**config.mk**
```make
export PLATFORM = sky130hd
export DESIGN_NAME = ct_mmu_dutlb_huge_ctrl_flat
export DESIGN_NICKNAME = d
export VERILOG_FILES = /design/src/rtl/ct_mmu_dutlb_huge_ctrl_pkg.sv /design/src/rtl/ct_mmu_dutlb_huge_ctrl_if.sv /design/src/rtl/ct_mmu_dutlb_huge_ctrl_victim.sv /design/src/rtl/ct_mmu_dutlb_huge_ctrl.sv /design/src/flat_wrapper.sv
export SDC_FILE = /design/constraint.sdc
export NUM_CORES = 1
export LEC_CHECK = 0
export BUFFER_PORTS_ARGS = -buffer_cell sky130_fd_sc_hd__buf_2
export CAP_MARGIN = 0
export CORE_UTILIZATION = 48
export DETAILED_ROUTE_END_ITERATION = 10
export GPL_TIMING_DRIVEN = 0
export HOLD_SLACK_MARGIN = 0.02
export PLACE_DENSITY_LB_ADDON = 0.05
export REMOVE_ABC_BUFFERS = 1
export SYNTH_ARGS = -nofsm -noshare
export SYNTH_HDL_FRONTEND = slang
export SYNTH_HIERARCHICAL = 1
export SYNTH_SLANG_ARGS = --single-unit
```
**constraint.sdc**
```tcl
create_clock -name utlb_clk -period 3.1 [get_ports utlb_clk]
set_input_delay 0.465 -clock utlb_clk [delete_from_list [all_inputs] [get_ports utlb_clk]]
set_output_delay 0.465 -clock utlb_clk [all_outputs]
set_load 0.01 [all_outputs]
```
**src/rtl/ct_mmu_dutlb_huge_ctrl_pkg.sv**
```systemverilog
// ct_mmu_pkg
//   Shared MMU constants for the huge-page data uTLB controller: default
//   field widths, the huge-page level width and the refill FSM state encoding.
package ct_mmu_pkg;

    localparam int CT_VPN_WIDTH   = 27;
    localparam int CT_PPN_WIDTH   = 28;
    localparam int CT_FLG_WIDTH   = 14;
    localparam int CT_ASID_WIDTH  = 16;
    localparam int HUGE_LVL_WIDTH = 9;

    typedef enum logic [1:0] {
        HUGE_IDLE = 2'd0,
        HUGE_REQ  = 2'd1,
        HUGE_WAIT = 2'd2,
        HUGE_UPD  = 2'd3
    } huge_state_e;

endpackage

```
**src/rtl/ct_mmu_dutlb_huge_ctrl_if.sv**
```systemverilog
// ct_mmu_dutlb_huge_ctrl_if
//   Refill channel between the huge-page uTLB controller and the jTLB.
//   master : uTLB side, drives utlb_jtlb_req / utlb_jtlb_vpn
//   slave  : jTLB side, drives grant, response valid/kind and refill payload
interface ct_mmu_dutlb_huge_ctrl_if
    import ct_mmu_pkg::*;
#(
    parameter int VPN_WIDTH  = CT_VPN_WIDTH,
    parameter int PPN_WIDTH  = CT_PPN_WIDTH,
    parameter int FLG_WIDTH  = CT_FLG_WIDTH,
    parameter int ASID_WIDTH = CT_ASID_WIDTH
) ();

    logic                  utlb_jtlb_req;
    logic [VPN_WIDTH-1:0]  utlb_jtlb_vpn;
    logic                  jtlb_utlb_grant;
    logic                  jtlb_utlb_resp_vld;
    logic                  jtlb_utlb_resp_huge;
    logic                  jtlb_utlb_resp_fault;
    logic [PPN_WIDTH-1:0]  jtlb_utlb_resp_ppn;
    logic [FLG_WIDTH-1:0]  jtlb_utlb_resp_flg;
    logic [ASID_WIDTH-1:0] jtlb_utlb_resp_asid;
    logic                  jtlb_utlb_resp_g;

    modport master (
        output utlb_jtlb_req, utlb_jtlb_vpn,
        input  jtlb_utlb_grant, jtlb_utlb_resp_vld, jtlb_utlb_resp_huge,
               jtlb_utlb_resp_fault, jtlb_utlb_resp_ppn, jtlb_utlb_resp_flg,
               jtlb_utlb_resp_asid, jtlb_utlb_resp_g
    );

    modport slave (
        input  utlb_jtlb_req, utlb_jtlb_vpn,
        output jtlb_utlb_grant, jtlb_utlb_resp_vld, jtlb_utlb_resp_huge,
               jtlb_utlb_resp_fault, jtlb_utlb_resp_ppn, jtlb_utlb_resp_flg,
               jtlb_utlb_resp_asid, jtlb_utlb_resp_g
    );

endinterface

```
**src/rtl/ct_mmu_dutlb_huge_ctrl_victim.sv**
```systemverilog
// ct_mmu_dutlb_huge_victim
//   Victim picker for the huge-entry array. Lowest-index invalid entry wins;
//   when every entry is valid the round-robin pointer rr names the victim.
//   Ports: utlb_clk, cpurst (sync, active-high), entry_vld, advance (an
//   update is being committed this cycle), clr (global clear), victim (one-hot).
module ct_mmu_dutlb_huge_victim #(
    parameter int ENTRY_NUM = 4
) (
    input  logic                 utlb_clk,
    input  logic                 cpurst,
    input  logic [ENTRY_NUM-1:0] entry_vld,
    input  logic                 advance,
    input  logic                 clr,
    output logic [ENTRY_NUM-1:0] victim
);

    localparam int RR_W = (ENTRY_NUM > 1) ? $clog2(ENTRY_NUM) : 1;

    logic [RR_W-1:0]      rr;
    logic [ENTRY_NUM-1:0] inv_vec;
    logic [ENTRY_NUM-1:0] low_inv;
    logic [ENTRY_NUM-1:0] rr_onehot;
    logic                 all_vld;

    assign inv_vec   = ~entry_vld;
    assign low_inv   = inv_vec & (-inv_vec);
    assign all_vld   = &entry_vld;
    assign rr_onehot = ENTRY_NUM'(1) << rr;
    assign victim    = all_vld ? rr_onehot : low_inv;

    // rr only moves when it actually supplied the victim; ENTRY_NUM is a
    // power of two so the natural wrap of rr is the modulo.
    always_ff @(posedge utlb_clk) begin
        if (cpurst || clr) begin
            rr <= '0;
        end else if (advance && all_vld) begin
            rr <= rr + RR_W'(1);
        end
    end

endmodule

```
**src/rtl/ct_mmu_dutlb_huge_ctrl.sv**
```systemverilog
// ct_mmu_dutlb_huge_ctrl
//   Hit resolution and one-at-a-time jTLB refill sequencing for the 1 GiB
//   huge-page data uTLB entries.
//   Ports: utlb_clk, cpurst (sync, active-high); lookup ports lsu_req0/1_vld,
//   utlb_req_vpn0/1, entry_vld, entry_hit0/1; clear pulses regs_utlb_clr,
//   tlboper_utlb_clr; jtlb refill channel (master modport); outputs
//   huge_hit0/1, huge_sel0/1, utlb_entry_upd + registered update payload,
//   huge_refill_busy, huge_refill_fault.
module ct_mmu_dutlb_huge_ctrl
    import ct_mmu_pkg::*;
#(
    parameter int ENTRY_NUM  = 4,
    parameter int VPN_WIDTH  = CT_VPN_WIDTH,
    parameter int PPN_WIDTH  = CT_PPN_WIDTH,
    parameter int FLG_WIDTH  = CT_FLG_WIDTH,
    parameter int ASID_WIDTH = CT_ASID_WIDTH
) (
    input  logic                  utlb_clk,
    input  logic                  cpurst,
    input  logic                  lsu_req0_vld,
    input  logic                  lsu_req1_vld,
    input  logic [VPN_WIDTH-1:0]  utlb_req_vpn0,
    input  logic [VPN_WIDTH-1:0]  utlb_req_vpn1,
    input  logic [ENTRY_NUM-1:0]  entry_vld,
    input  logic [ENTRY_NUM-1:0]  entry_hit0,
    input  logic [ENTRY_NUM-1:0]  entry_hit1,
    input  logic                  regs_utlb_clr,
    input  logic                  tlboper_utlb_clr,
    ct_mmu_dutlb_huge_ctrl_if.master jtlb,
    output logic                  huge_hit0,
    output logic                  huge_hit1,
    output logic [ENTRY_NUM-1:0]  huge_sel0,
    output logic [ENTRY_NUM-1:0]  huge_sel1,
    output logic [ENTRY_NUM-1:0]  utlb_entry_upd,
    output logic [VPN_WIDTH-1:0]  utlb_upd_vpn,
    output logic [PPN_WIDTH-1:0]  utlb_upd_ppn,
    output logic [FLG_WIDTH-1:0]  utlb_upd_flg,
    output logic [ASID_WIDTH-1:0] utlb_upd_asid,
    output logic                  utlb_upd_g,
    output logic                  huge_refill_busy,
    output logic                  huge_refill_fault
);

    huge_state_e           state;
    huge_state_e           state_nxt;
    logic [ENTRY_NUM-1:0]  hit_vec0;
    logic [ENTRY_NUM-1:0]  hit_vec1;
    logic [ENTRY_NUM-1:0]  victim;
    logic [VPN_WIDTH-1:0]  refill_vpn;
    logic                  miss0;
    logic                  miss1;
    logic                  clr;
    logic                  drop;
    logic                  drop_eff;
    logic                  resp_acc;
    logic                  resp_take;
    logic                  upd_cyc;

    assign hit_vec0  = entry_hit0 & entry_vld;
    assign hit_vec1  = entry_hit1 & entry_vld;
    assign huge_hit0 = lsu_req0_vld & (|hit_vec0);
    assign huge_hit1 = lsu_req1_vld & (|hit_vec1);
    assign huge_sel0 = hit_vec0 & (-hit_vec0);
    assign huge_sel1 = hit_vec1 & (-hit_vec1);
    assign miss0     = lsu_req0_vld & ~(|hit_vec0);
    assign miss1     = lsu_req1_vld & ~(|hit_vec1);

    assign clr      = regs_utlb_clr | tlboper_utlb_clr;
    // A clear landing in the same cycle as the response must still discard it.
    assign drop_eff = drop | clr;

    // A response in REQ only counts when the grant arrives with it.
    assign resp_acc  = jtlb.jtlb_utlb_resp_vld &
                       ((state == HUGE_WAIT) || ((state == HUGE_REQ) && jtlb.jtlb_utlb_grant));
    assign resp_take = resp_acc & jtlb.jtlb_utlb_resp_huge & ~jtlb.jtlb_utlb_resp_fault & ~drop_eff;
    assign upd_cyc   = (state == HUGE_UPD);

    always_comb begin
        state_nxt = state;
        unique case (state)
            HUGE_IDLE: if (miss0 || miss1) state_nxt = HUGE_REQ;
            HUGE_REQ:  if (jtlb.jtlb_utlb_grant) begin
                           if (resp_acc) state_nxt = resp_take ? HUGE_UPD : HUGE_IDLE;
                           else          state_nxt = HUGE_WAIT;
                       end
            HUGE_WAIT: if (resp_acc) state_nxt = resp_take ? HUGE_UPD : HUGE_IDLE;
            HUGE_UPD:  state_nxt = HUGE_IDLE;
            default:   state_nxt = HUGE_IDLE;
        endcase
    end

    always_ff @(posedge utlb_clk) begin
        if (cpurst) begin
            state             <= HUGE_IDLE;
            drop              <= 1'b0;
            huge_refill_fault <= 1'b0;
            refill_vpn        <= '0;
            utlb_upd_vpn      <= '0;
            utlb_upd_ppn      <= '0;
            utlb_upd_flg      <= '0;
            utlb_upd_asid     <= '0;
            utlb_upd_g        <= 1'b0;
        end else begin
            state             <= state_nxt;
            huge_refill_fault <= resp_acc & jtlb.jtlb_utlb_resp_fault & ~drop_eff;
            if (state_nxt == HUGE_IDLE) begin
                drop <= 1'b0;
            end else if (clr && (state == HUGE_REQ || state == HUGE_WAIT)) begin
                drop <= 1'b1;
            end
            // Port 0 wins when both ports miss in the same cycle.
            if (state == HUGE_IDLE && (miss0 || miss1)) begin
                refill_vpn <= miss0 ? utlb_req_vpn0 : utlb_req_vpn1;
            end
            if (resp_acc) begin
                utlb_upd_vpn  <= refill_vpn;
                utlb_upd_ppn  <= jtlb.jtlb_utlb_resp_ppn;
                utlb_upd_flg  <= jtlb.jtlb_utlb_resp_flg;
                utlb_upd_asid <= jtlb.jtlb_utlb_resp_asid;
                utlb_upd_g    <= jtlb.jtlb_utlb_resp_g;
            end
        end
    end

    ct_mmu_dutlb_huge_victim #(
        .ENTRY_NUM (ENTRY_NUM)
    ) u_victim (
        .utlb_clk  (utlb_clk),
        .cpurst    (cpurst),
        .entry_vld (entry_vld),
        .advance   (upd_cyc & ~clr),
        .clr       (clr),
        .victim    (victim)
    );

    assign utlb_entry_upd     = (upd_cyc && !clr) ? victim : '0;
    assign jtlb.utlb_jtlb_req = (state == HUGE_REQ);
    assign jtlb.utlb_jtlb_vpn = refill_vpn;
    assign huge_refill_busy   = (state != HUGE_IDLE);

endmodule

```
**src/flat_wrapper.sv**
```systemverilog
// flat-port wrapper written by rule: the top's interface ports become plain ports
module ct_mmu_dutlb_huge_ctrl_flat import ct_mmu_pkg::*;
#(
    parameter int ENTRY_NUM  = 4,
    parameter int VPN_WIDTH  = CT_VPN_WIDTH,
    parameter int PPN_WIDTH  = CT_PPN_WIDTH,
    parameter int FLG_WIDTH  = CT_FLG_WIDTH,
    parameter int ASID_WIDTH = CT_ASID_WIDTH
)
  (utlb_clk, cpurst, lsu_req0_vld, lsu_req1_vld, utlb_req_vpn0, utlb_req_vpn1, entry_vld, entry_hit0, entry_hit1, regs_utlb_clr, tlboper_utlb_clr, huge_hit0, huge_hit1, huge_sel0, huge_sel1, utlb_entry_upd, utlb_upd_vpn, utlb_upd_ppn, utlb_upd_flg, utlb_upd_asid, utlb_upd_g, huge_refill_busy, huge_refill_fault, jtlb_utlb_jtlb_req, jtlb_utlb_jtlb_vpn, jtlb_jtlb_utlb_grant, jtlb_jtlb_utlb_resp_vld, jtlb_jtlb_utlb_resp_huge, jtlb_jtlb_utlb_resp_fault, jtlb_jtlb_utlb_resp_ppn, jtlb_jtlb_utlb_resp_flg, jtlb_jtlb_utlb_resp_asid, jtlb_jtlb_utlb_resp_g);
  ct_mmu_dutlb_huge_ctrl_if #(.VPN_WIDTH(VPN_WIDTH), .PPN_WIDTH(PPN_WIDTH), .FLG_WIDTH(FLG_WIDTH), .ASID_WIDTH(ASID_WIDTH)) jtlb_i ();
  input  logic utlb_clk;
  input  logic cpurst;
  input  logic lsu_req0_vld;
  input  logic lsu_req1_vld;
  input  logic [VPN_WIDTH-1:0] utlb_req_vpn0;
  input  logic [VPN_WIDTH-1:0] utlb_req_vpn1;
  input  logic [ENTRY_NUM-1:0] entry_vld;
  input  logic [ENTRY_NUM-1:0] entry_hit0;
  input  logic [ENTRY_NUM-1:0] entry_hit1;
  input  logic regs_utlb_clr;
  input  logic tlboper_utlb_clr;
  output logic huge_hit0;
  output logic huge_hit1;
  output logic [ENTRY_NUM-1:0] huge_sel0;
  output logic [ENTRY_NUM-1:0] huge_sel1;
  output logic [ENTRY_NUM-1:0] utlb_entry_upd;
  output logic [VPN_WIDTH-1:0] utlb_upd_vpn;
  output logic [PPN_WIDTH-1:0] utlb_upd_ppn;
  output logic [FLG_WIDTH-1:0] utlb_upd_flg;
  output logic [ASID_WIDTH-1:0] utlb_upd_asid;
  output logic utlb_upd_g;
  output logic huge_refill_busy;
  output logic huge_refill_fault;
  output wire logic [$bits(jtlb_i.utlb_jtlb_req)-1:0] jtlb_utlb_jtlb_req;
  output wire logic [$bits(jtlb_i.utlb_jtlb_vpn)-1:0] jtlb_utlb_jtlb_vpn;
  input wire logic [$bits(jtlb_i.jtlb_utlb_grant)-1:0] jtlb_jtlb_utlb_grant;
  input wire logic [$bits(jtlb_i.jtlb_utlb_resp_vld)-1:0] jtlb_jtlb_utlb_resp_vld;
  input wire logic [$bits(jtlb_i.jtlb_utlb_resp_huge)-1:0] jtlb_jtlb_utlb_resp_huge;
  input wire logic [$bits(jtlb_i.jtlb_utlb_resp_fault)-1:0] jtlb_jtlb_utlb_resp_fault;
  input wire logic [$bits(jtlb_i.jtlb_utlb_resp_ppn)-1:0] jtlb_jtlb_utlb_resp_ppn;
  input wire logic [$bits(jtlb_i.jtlb_utlb_resp_flg)-1:0] jtlb_jtlb_utlb_resp_flg;
  input wire logic [$bits(jtlb_i.jtlb_utlb_resp_asid)-1:0] jtlb_jtlb_utlb_resp_asid;
  input wire logic [$bits(jtlb_i.jtlb_utlb_resp_g)-1:0] jtlb_jtlb_utlb_resp_g;
  assign jtlb_utlb_jtlb_req = jtlb_i.utlb_jtlb_req;
  assign jtlb_utlb_jtlb_vpn = jtlb_i.utlb_jtlb_vpn;
  assign jtlb_i.jtlb_utlb_grant = jtlb_jtlb_utlb_grant;
  assign jtlb_i.jtlb_utlb_resp_vld = jtlb_jtlb_utlb_resp_vld;
  assign jtlb_i.jtlb_utlb_resp_huge = jtlb_jtlb_utlb_resp_huge;
  assign jtlb_i.jtlb_utlb_resp_fault = jtlb_jtlb_utlb_resp_fault;
  assign jtlb_i.jtlb_utlb_resp_ppn = jtlb_jtlb_utlb_resp_ppn;
  assign jtlb_i.jtlb_utlb_resp_flg = jtlb_jtlb_utlb_resp_flg;
  assign jtlb_i.jtlb_utlb_resp_asid = jtlb_jtlb_utlb_resp_asid;
  assign jtlb_i.jtlb_utlb_resp_g = jtlb_jtlb_utlb_resp_g;
  ct_mmu_dutlb_huge_ctrl #(.ENTRY_NUM(ENTRY_NUM), .VPN_WIDTH(VPN_WIDTH), .PPN_WIDTH(PPN_WIDTH), .FLG_WIDTH(FLG_WIDTH), .ASID_WIDTH(ASID_WIDTH)) u_core (.utlb_clk(utlb_clk), .cpurst(cpurst), .lsu_req0_vld(lsu_req0_vld), .lsu_req1_vld(lsu_req1_vld), .utlb_req_vpn0(utlb_req_vpn0), .utlb_req_vpn1(utlb_req_vpn1), .entry_vld(entry_vld), .entry_hit0(entry_hit0), .entry_hit1(entry_hit1), .regs_utlb_clr(regs_utlb_clr), .tlboper_utlb_clr(tlboper_utlb_clr), .jtlb(jtlb_i), .huge_hit0(huge_hit0), .huge_hit1(huge_hit1), .huge_sel0(huge_sel0), .huge_sel1(huge_sel1), .utlb_entry_upd(utlb_entry_upd), .utlb_upd_vpn(utlb_upd_vpn), .utlb_upd_ppn(utlb_upd_ppn), .utlb_upd_flg(utlb_upd_flg), .utlb_upd_asid(utlb_upd_asid), .utlb_upd_g(utlb_upd_g), .huge_refill_busy(huge_refill_busy), .huge_refill_fault(huge_refill_fault));
endmodule
```
Yosys cells after proc, flatten, opt, wreduce, memory -nomap -nowiden
Cells that the tools add are included.

Input port bits: 135. Word-level logic and storage cells: 68. Output and inout port bits: 130. Register bits: 119.

Bitwise gates (word level): 24. Reductions and logical operators: 17. Add/subtract/negate cells: 4. Shift-type cells: 1. Equality and inequality tests: 3. Mux-type cells: 9.

Operator list (count): 27-bit two-way mux (1); 4-bit AND (5); 4-bit negator (3); 1-bit AND (11); 2-bit two-way mux (5); 4-bit two-way mux (2); 2-bit one-hot mux with 4 select lines (1); 4-bit OR reduction (2); 1-bit logical AND (5); 1-bit inverter (5); 2-bit == test, second input constant (2); 2-bit zero test (2); 1-bit logical OR (4); 4-bit inverter (1); 4-bit AND reduction (1); 1-bit by 2-bit left shift with 4-bit output, first input constant (1); 2-bit by 1-bit adder with 2-bit output, second input constant (1); 2-bit by 1-bit == test with 1-bit output, second input constant (1); 1-bit bitwise OR (2); 2-bit nonzero test (1); 2-bit OR reduction (1); 1-bit zero test (1).

Logic depth before layout (Yosys ltp)
Gate-level depths: netlist (run 1).

Depth in word-level cells: 13. Gate-level depth with buffers: 8. Depth with buffers taken out: 6.

By module
Netlist (run 1), hierarchy kept.

Modules (own cells, without submodules): ct_mmu_dutlb_huge_ctrl (seq. area each 2342.2 µm², area an instance 4650.7 µm², times used 1, cells an instance 561); ct_mmu_dutlb_huge_victim (seq. area each 40.0 µm², area an instance 197.7 µm², times used 1, cells an instance 27).

Worst setup path after synthesis (run 1)
Ideal clock, no wire load.

Kind: reg2reg. From: register u_core.state[1]. To: register u_core.utlb_upd_vpn[10]. Slack: 1347 ps. Required time: 3030 ps. Clock period less this slack: 1753 ps. Arrival: 1683 ps. Library setup time: 70 ps. Path buffers: 2. Stages on the path, launching flop included: 9. Cell sequence: dfxtp_1 > inv_1 > ha_1 > and2_1 > o21ai_1 > buf_2 > buf_2 > nand2_1 > a21oi_1.

Word-level cells in the longest chain between the ends: 4. Elaborated cells between the ends (all ways): 5. Those cells by class: 2 x eq/ne; 1 x bitwise; 2 x reduce/logical.

Ends and longest elaborated chain: from (decl) (line ct_mmu_dutlb_huge_ctrl.sv:44) `huge_state_e state;`; from (signal assigned) (line ct_mmu_dutlb_huge_ctrl.sv:104) `state <= state_nxt;`; 2-bit by 1-bit == test with 1-bit output; net jtlb_utlb_jtlb_req (line flat_wrapper.sv:35) `output wire logic [$bits(jtlb_i.utlb_jtlb_req)-1:0] jtlb_utlb_jtlb_req;`; 1-bit logical AND (line ct_mmu_dutlb_huge_ctrl.sv:74) `((state == HUGE_WAIT) || ((state == HUGE_REQ) && jtlb.jtlb_utlb_grant));`; 1-bit logical OR (line ct_mmu_dutlb_huge_ctrl.sv:74); 1-bit AND (line ct_mmu_dutlb_huge_ctrl.sv:73) `assign resp_acc = jtlb.jtlb_utlb_resp_vld &`; to (signal assigned) (line ct_mmu_dutlb_huge_ctrl.sv:116) `utlb_upd_vpn <= refill_vpn;`; to (decl) (line ct_mmu_dutlb_huge_ctrl.sv:35) `output logic [VPN_WIDTH-1:0] utlb_upd_vpn,`.

The timed path passes the listed nets, and every way through them passes these cells. A chain may end at the register's enable or synchronous reset.

Worst setup path after layout (run 1)
From: input port entry_vld[0]. To: register u_core.refill_vpn[26] (netlist: u_core/jtlb.utlb_jtlb_vpn[26]).

Word-level cells in the longest chain between the ends: 6. Elaborated cells between the ends (all ways): 11. Those cells by class: 1 x mux; 6 x bitwise; 4 x reduce/logical.

Ends and longest elaborated chain: from (decl) (line flat_wrapper.sv:18) `input logic [ENTRY_NUM-1:0] entry_vld;`; 4-bit AND, on equally long branches (line ct_mmu_dutlb_huge_ctrl.sv:59, ct_mmu_dutlb_huge_ctrl.sv:60); 4-bit OR reduction, on equally long branches (line ct_mmu_dutlb_huge_ctrl.sv:65, ct_mmu_dutlb_huge_ctrl.sv:66); 1-bit inverter, on equally long branches (line ct_mmu_dutlb_huge_ctrl.sv:65, ct_mmu_dutlb_huge_ctrl.sv:66); 1-bit AND, on equally long branches (line ct_mmu_dutlb_huge_ctrl.sv:65, ct_mmu_dutlb_huge_ctrl.sv:66); 1-bit logical OR (line ct_mmu_dutlb_huge_ctrl.sv:112) `if (state == HUGE_IDLE && (miss0 || miss1)) begin`; 1-bit logical AND (line ct_mmu_dutlb_huge_ctrl.sv:112); to (signal assigned) (line ct_mmu_dutlb_huge_ctrl.sv:113) `refill_vpn <= miss0 ? utlb_req_vpn0 : utlb_req_vpn1;`; to (decl) (line ct_mmu_dutlb_huge_ctrl.sv:49) `logic [VPN_WIDTH-1:0] refill_vpn;`.

Parallel ways exist; a longest one is shown, timed or not.

==> results.txt, run 1 <==
Buffers placed on the I/O ports in this run total 264. For this configuration, the core starts out at a cell density of 49.6%. The worst setup path is of the primary input to register kind.

The post-cts repair resize count is 1. Total power for the finished layout comes to between 4 and 5 mW. The sequential share of the synthesized area is approximately half.

The post-synthesis cell count came out at 588. The final count of pins violating max slew is 0. The largest single stage delay on the critical path is between 1 and 1.5 ns. The max-slew headroom at the worst pin is roughly a third. The deepest level of the CTS H-tree came out at 4. For this run, design rule violations remaining after detail routing come to 0. Once the clock tree was built, the setup fixing pass inserted 0 buffers. The smallest clock period supported by the final layout is computed as 2.52 ns.

The number of enable flip-flop cells after synthesis came out at 0. The post-synthesis area per instance is a little over 8 µm². The I/O pin count came out at 265.

The detailed router finished its first iteration with 100 violations. The category of the worst setup path capture point is a register. The slowest stage of the critical path is the sky130_fd_sc_hd__a21oi_2 cell.

Traced cell by cell, the critical path runs through buf_2 > a22oi_2 > nand4_4 > a21oi_2 > a211oi_1. The initial antenna violation count is 0. Among all flip-flop cells after synthesis, the most frequent one is sky130_fd_sc_hd__dfxtp_1. Timing would allow up to 396 MHz. The routed via count came out at between 4000 and 5000. After detailed routing, the number of vias per cell comes to 4.97.

After detailed routing, the average wire length per cell comes to roughly 14 µm. The cell family contributing the most delay on the critical path is compound AO/OA/AOI/OAI gates. The count of final setup violators came out at 0. Setup repair after global routing left no endpoint under its margin. The fraction of layout instances using a drive strength above 1 is 37.3%.

The number of hold buffers added after cts is 0. Across the run, the number of max-cap violations was 0. In the synthesized netlist the async set-or-reset flop fraction comes to 0%. The number of diodes came out at 0.

The library cell used as clock root buffer is sky130_fd_sc_hd__clkbuf_8. The synthesized design spends more area on one cell type than any other, namely sky130_fd_sc_hd__dfxtp_1. After detailed routing, the total wire length is 13.9 mm. TritonCTS built the clock tree. The distinct cell type count of the synthesized netlist is 33. The total iterations of the first detailed-routing run came out at 5. Including well taps, the total number of placed cells is 951.

The reported leakage power came out at 3.29 nW. IR analysis of the VDD net gives a maximum drop of 378 µV. The worst-path maximum fanout is 30. The final weighted congestion in routability-driven placement is 0.806.

The number of warnings issued by yosys came out at 6. The sum of negative setup slack is 0 ns. The final cell count without fillers came out at 983. The tightest min-delay check is of the primary input to register type.

After synthesis, the largest area contributor takes up 49.1% of total cell area. After synthesis the netlist holds a flip-flop and latch count of 119. The number of clock buffers inserted by TritonCTS came out at 17. Hold is met by 0.197 ns. The final hold violation count came out at 0.

The CTS clock-pin slew for the worst setup and hold paths came out at 0.06 ns. The slew at the pin with the worst max-slew slack is 0.987 ns. At the later pin of the worst-skew pair, clock insertion delay measures 0.50 ns. The maximum number of pins on one net before global-route repair is 83. After the last flow step, the layout net total stands at 982. Summed over all layers, the global routing overflow is 0. The floorplan step set the die width to 103 µm. Cells fill 70.5% of the core in the end. The via count of the first global-routing pass came out at 4440. The height of the die came out at between 100 and 150 µm.

In the post-synthesis netlist, the biggest area contributors are sky130_fd_sc_hd__dfxtp_1 49%, sky130_fd_sc_hd__nand2_1 14%, sky130_fd_sc_hd__a21oi_1 9.1%. The number of buffers and inverters on the critical path is 1. In this run the deepest clock path goes through 2 buffers. Among all cell types in the netlist, the one instantiated most often is sky130_fd_sc_hd__nand2_1.

The post-synth design cell area came out at 4850 µm². The area of the die is 10500 µm². The CTS sink count is 119.

The initialized floorplan defines 36 standard-cell rows. Across every metal layer, demand over resource in global routing totals 25.9%. The run finished with clean final reports. The data required time of the critical path came out at 3.43 ns.

Ranked by instance count, the synthesized netlist is headed by 186 x sky130_fd_sc_hd__nand2_1, 119 x sky130_fd_sc_hd__dfxtp_1, 88 x sky130_fd_sc_hd__a21oi_1, 36 x sky130_fd_sc_hd__nor2_1, 27 x sky130_fd_sc_hd__mux2i_1. The post-detailed-route count of antenna-violating nets came out at 0. STA classifies the critical path startpoint as a primary input. The HPWL after detailed placement is roughly 9.8 mm. The part of the cycle the worst path needs came out at 81.4%. The area of the core region came out at 9770 µm². The final worst clock skew is between 0.01 and 0.015 ns. In this run the power density over the cells is 600 nW/µm². The post-synthesis to final-layout area growth is 42.0%. The endpoint arrival time on the critical path is between 2 and 3 ns.

The global-route wire length before repair is 20.8 mm.
per-stage QoR:
step | worst slack [ns] | cell area, µm²
CTS | 0.577 | 6890
floorplan | -0.931 | 4670
global placement | -2.76 | 6160
global route | 0.452 | 6890
detailed placement | -0.772 | 6310
finish | 0.576 | 6890
power breakdown:
part	switching, mW	internal, mW	leakage, nW	total (mW)
clock network	0.670	1.16	0.263	1.83
registers	0.0549	1.62	0.966	1.67
logic	0.362	0.265	2.06	0.627
total	1.09	3.04	3.29	4.13
worst min-delay path, cell delays in order:
cell	delay, ns
sky130_fd_sc_hd__buf_2	0.10
sky130_fd_sc_hd__nand2_1	0.04
sky130_fd_sc_hd__a21oi_1	0.05
area by class of cell:
type / instances / area (µm²)
flip-flops and latches: 119 / 2380
clock buffers: 20 / 435
fillers: 821 / 2890
well taps: 133 / 166
clock inverters: 11 / 126
repair buffers: 269 / 1450
multi-input cells: 420 / 2280
inverters: 11 / 41.3
cell usage in the layout (no fill, tap or decap), drive strengths merged, types with 3 or more instances in the layout:
cell type / synthesis / final
buf: 15 / 269
and3: 5 / 5
ha: 9 / 9
dfxtp: 119 / 119
nand3: 5 / 5
o21ai: 4 / 4
a31oi: 3 / 3
a211oi: 27 / 27
nor2b: 4 / 4
inv: 11 / 12
nand4: 4 / 4
clkinv: 0 / 4
nand2: 186 / 186
nor2: 36 / 36
mux2i: 27 / 27
clkinvlp: 0 / 4
a21oi: 89 / 90
clkbuf: 24 / 20
and2: 4 / 4
worst paths after layout:
check,start,end,slack [ns],depth (start not counted)
hold reg to reg,u_core/utlb_upd_asid[1],u_core/utlb_upd_asid[1],0.45,2
setup reg to reg,u_core/state[1],u_core/utlb_upd_vpn[24],0.91,7
setup / recovery,entry_vld[0],u_core/jtlb.utlb_jtlb_vpn[26],0.58,5
hold / removal,jtlb_jtlb_utlb_resp_flg[11],u_core/utlb_upd_flg[11],0.20,3
metal layers:
metal	up-vias	share of wire, %	global-route usage (%)
met5	-	0	0
met4	0	1.0	12.3
met3	12	8.6	9.29
met2	208	51	45.3
met1	2197	39	27.7
li1	2472	-	-
sequential cells by signal, summed over array words and instances, names as in the netlist:
name / flops
u_core/utlb_upd_ppn: 28
u_core/jtlb.utlb_jtlb_vpn: 27
u_core/utlb_upd_vpn: 27
u_core/utlb_upd_asid: 16
u_core/utlb_upd_flg: 14
u_core/state: 2
u_core/u_victim/rr: 2
u_core/drop: 1
u_core/huge_refill_fault: 1
u_core/utlb_upd_g: 1
cells by family (layout without fill, tap and decap cells):
family | Yosys count | count (layout) | synth area share [%]
multiplexers | 27 | 27 | 5.57
buffers and inverters | 50 | 311 | 4.57
AND/OR/NAND/NOR | 249 | 249 | 20.7
AO/OA/AOI/OAI | 134 | 135 | 17.7
flip-flops | 119 | 119 | 49.1
adder cells (fa/ha/maj) | 9 | 9 | 2.32
No activity file was read; power rests on OpenSTA's default activity.
==> run 2, diff against run 1 <==
Settings changed: ABC_AREA set to 1, CORE_UTILIZATION 48 to 45.
Clock period 3.1 ns to 2.6 ns, I/O delays scaled along.
==> results.txt, run 2 <==
The register with the most flip-flops in the final layout is u_core/utlb_upd_ppn. STA classifies the critical path endpoint as a register. The I/O pin count was 265 (unchanged). The library cell used as clock root buffer is sky130_fd_sc_hd__clkbuf_8. The final worst clock skew is 0.0115 ns (+0.000624 ns).

The final hold violation count is 0 (unchanged). The distinct cell type count of the synthesized netlist is 22 (-33%). The initial antenna violation count is 0 (unchanged). The number of flip-flops under the largest register name came to 28 (unchanged).

The final count of pins violating max slew was 0 (unchanged). Leaving out fill and tap cells, the most frequent cell in the layout is sky130_fd_sc_hd__buf_2. The final net count was 1089 (+11%).

The sequential share of the synthesized area was 48.0% (-1.1 points). Traced cell by cell, the critical path runs through buf_2 > nand2_1 > nand2_1 > nor2_4 > nand2_4 > a21oi_4 > inv_4 > nor2_1 > nor2_1. The post-synth design cell area was 4960 µm² (+2.3%). The total congestion overflow after global routing came out at 0 (unchanged).

The global-route wire length before repair was 22.7 mm (+9.5%). The internal reg-to-reg setup slack is 0.33 ns (-0.58 ns). The maximum number of pins on one net before global-route repair came out at 117 (+41%).

The number of max-capacitance violations reported is 0 (unchanged). The max-slew headroom at the worst pin is 35.4% (+1.2 points). The worst-path maximum fanout came out at 31 (+3.3%).

The post-route cell area is 6940 µm² (+0.76%). The slew at the pin with the worst max-slew slack came to 0.969 ns (-0.0184 ns). The fraction of layout instances using a drive strength above 1 came out at 32.3% (-5.0 points).

The HPWL after detailed placement came to 9.60 mm (-1.9%). The post-detailed-route via-to-cell ratio is 4.88 (-2.0%). The reported leakage power came to 3.84 nW (+17%). The cell area after placement is 6290 µm² (-0.22%).

The buffering stage count on the worst path with inverters included came out at 2 (+1). The area of the die is 11500 µm² (+9.0%). The worst vdd rail ir drop is 542 µV (+43%).

The dominant cell type by area after synthesis is sky130_fd_sc_hd__dfxtp_1. The part of the cycle the worst path needs came out at 87.6%. The post-synthesis area per instance came out at 7.07 µm² (-14%). The element type at the critical path start is a primary input. The critical path in this run is classified as primary input to register.

The overall power was 7.01 mW (+70%). Static timing analysis puts the maximum clock frequency at about 440 MHz. The area of the core region came to 10500 µm² (+7.5%). The starting utilization of the core area is 47.2% (-2.4 points). The DRC marker count from the first detailed-route iteration is 369 (+270%). The shortest clock period the worst path allows after layout is 2.28 ns. The average detailed-routed wire length per instance is 13.3 µm (-6.5%).

The count of final setup violators is 0 (unchanged). Among all cell types in the netlist, the one instantiated most often is sky130_fd_sc_hd__nor2_1. The post-synthesis to final-layout area growth came out at 39.8%. The routed via count came out at 5334 (+9.1%).

The power density over cell area is 1010 nW/µm² (+68%). The path class of the tightest hold or removal check is primary input to register. The number of remaining DRC errors is 0 (unchanged).

TritonCTS built the clock tree. On the critical path the largest part of the delay comes from simple AND/OR/NAND/NOR gates. The slowest stage of the critical path is the sky130_fd_sc_hd__nor2_4 cell. The post-synthesis cell count came to 702 (+19%).

The width of the die came to 107 µm (+4.4%). The number of enable flip-flop cells after synthesis came to 0 (unchanged). Setup repair after global routing left no endpoint under its margin.

The height of the die came out at 107 µm (+4.4%). The synthesis-stage register bit count came to 119 (unchanged). The final weighted congestion in routability-driven placement came out at 0.824 (+2.3%).

The proportion of synthesized flip-flops having asynchronous set or reset is 0% (unchanged). The aggregate routed wire length was 14.5 mm (+4.0%). The deepest level of the CTS H-tree came out at 4 (unchanged).

The fraction of synthesized cell area taken by the top area cell type is 48.0% (-1.1 points). The CTS sink count is 119 (unchanged). The flow ran to the end, and the final reports show no timing, DRC or antenna violations.

The endpoint arrival time on the critical path was 2.68 ns (-0.18 ns). The CTS clock-pin slew for the worst setup and hold paths is 0.06 ns (about the same). The number of clock buffers inserted by TritonCTS is 17 (unchanged). The clock latency on the worst-skew pair is 0.52 ns (+0.02 ns). The data required time of the critical path is 3.00 ns (-0.43 ns).

For this run, the leading register cell type out of synthesis is sky130_fd_sc_hd__dfxtp_1. The placement row count is 37 (+2.8%). Sorting the synthesized cells by area gives the leading types as sky130_fd_sc_hd__dfxtp_1 48%, sky130_fd_sc_hd__nor2_1 18%, sky130_fd_sc_hd__o21ai_0 10%. The maximum number of buffers from clock root to sink is 2 (unchanged). The post-detailed-route count of antenna-violating nets is 0 (unchanged). Leaving out fill and tap cells, the most frequent cells in the layout are 264 x sky130_fd_sc_hd__buf_2, 242 x sky130_fd_sc_hd__nor2_1, 119 x sky130_fd_sc_hd__dfxtp_1. The number of warnings issued by yosys came to 6 (unchanged). The longest individual stage delay on the worst path is 0.58 ns (-0.45 ns). The overall routing resource usage came out at 25.1% (-0.82 points). The number of port buffers is 264 (unchanged). After synthesis, the most frequently instantiated cells are 242 x sky130_fd_sc_hd__nor2_1, 119 x sky130_fd_sc_hd__dfxtp_1, 101 x sky130_fd_sc_hd__o21ai_0, 86 x sky130_fd_sc_hd__nand2_1, 34 x sky130_fd_sc_hd__nand3_1. The total iterations of the first detailed-routing run came to 4 (-1).

The via count of the first global-routing pass is 4865 (+9.6%). The number of diodes was 0 (unchanged).
[run 2: cell type report]
type / count / area (µm²)
fillers: 939 / 3570
flip-flops and latches: 119 / 2380
multi-input cells: 510 / 2270
repair buffers: 266 / 1370
clock buffers: 19 / 432
clock inverters: 13 / 195
well taps: 136 / 170
inverters: 31 / 124
[run 2: kinds of logic after synthesis]
kind of cell | count (synthesis) | synth area share, %
adders and majority gates | 9 | 2.27
buffers and inverters | 74 | 6.68
and+or+nand+nor | 372 | 29.7
AOI/OAI and AO/OA | 128 | 13.4
DFF | 119 | 48.0
[run 2: worst reg2reg max path, delay by kind of cell (launching register included)]
kind	cells	cell delay, ns
flops	1	0.34
compound gates	1	0.43
buf+inv	3	0.74
simple gates	3	0.44
fa+ha+maj	1	0.21
[run 2: metal layers]
| metal | share of wire (%) | track usage [%] | wire length, µm |
|---|---|---|---|
| met1 | 42 | 29.6 | 6100 |
| met2 | 49 | 42.3 | 7100 |
| met3 | 7.1 | 8.15 | 1030 |
| met4 | 2.0 | 9.30 | 285 |
| met5 | 0 | 0 | 0 |
[run 2: repair_timing]
action | 4_1_cts | 5_1_grt
setup buffers | 0 | 0
hold buffers | 0 | 0
gates cloned | 1 | 0
resized for setup | 1 | 1
pin swaps | 1 | 0
setup endpoints to repair | 27 | 27
[run 2: path summary, 6_finish.rpt]
kind                                                   start                       endpoint  cells past startpoint
worst max-delay path                            entry_vld[0]  u_core/jtlb.utlb_jtlb_vpn[25]                      9
worst min-delay path              jtlb_jtlb_utlb_resp_flg[9]         u_core/utlb_upd_flg[9]                      3
worst max register to register               u_core/state[1]         u_core/utlb_upd_ppn[7]                      8
worst min register to register  u_core/jtlb.utlb_jtlb_vpn[0]         u_core/utlb_upd_vpn[0]                      2
[run 2: through the flow]
stage               hold slack [ns]  util (%)  cells  setup slack, ns  setup TNS, ns
floorplan                     0.465         -    659           -0.196         -16.88
global placement              0.473      59.4   1059            -1.42        -152.15
detailed placement            0.481      59.9   1061            -1.19         -32.64
CTS                          0.0746      66.0   1094            0.127              0
global route                 0.0763      66.0   1094           0.0797              0
finish                       0.0928      66.0   1094            0.323              0
[run 2: report_power, final]
group	internal (mW)	switching, mW	leakage (nW)	total, mW
registers	2.27	0.230	0.973	2.50
logic	0.753	1.30	2.57	2.05
clock network	1.59	0.861	0.295	2.45
total	4.62	2.39	3.84	7.01
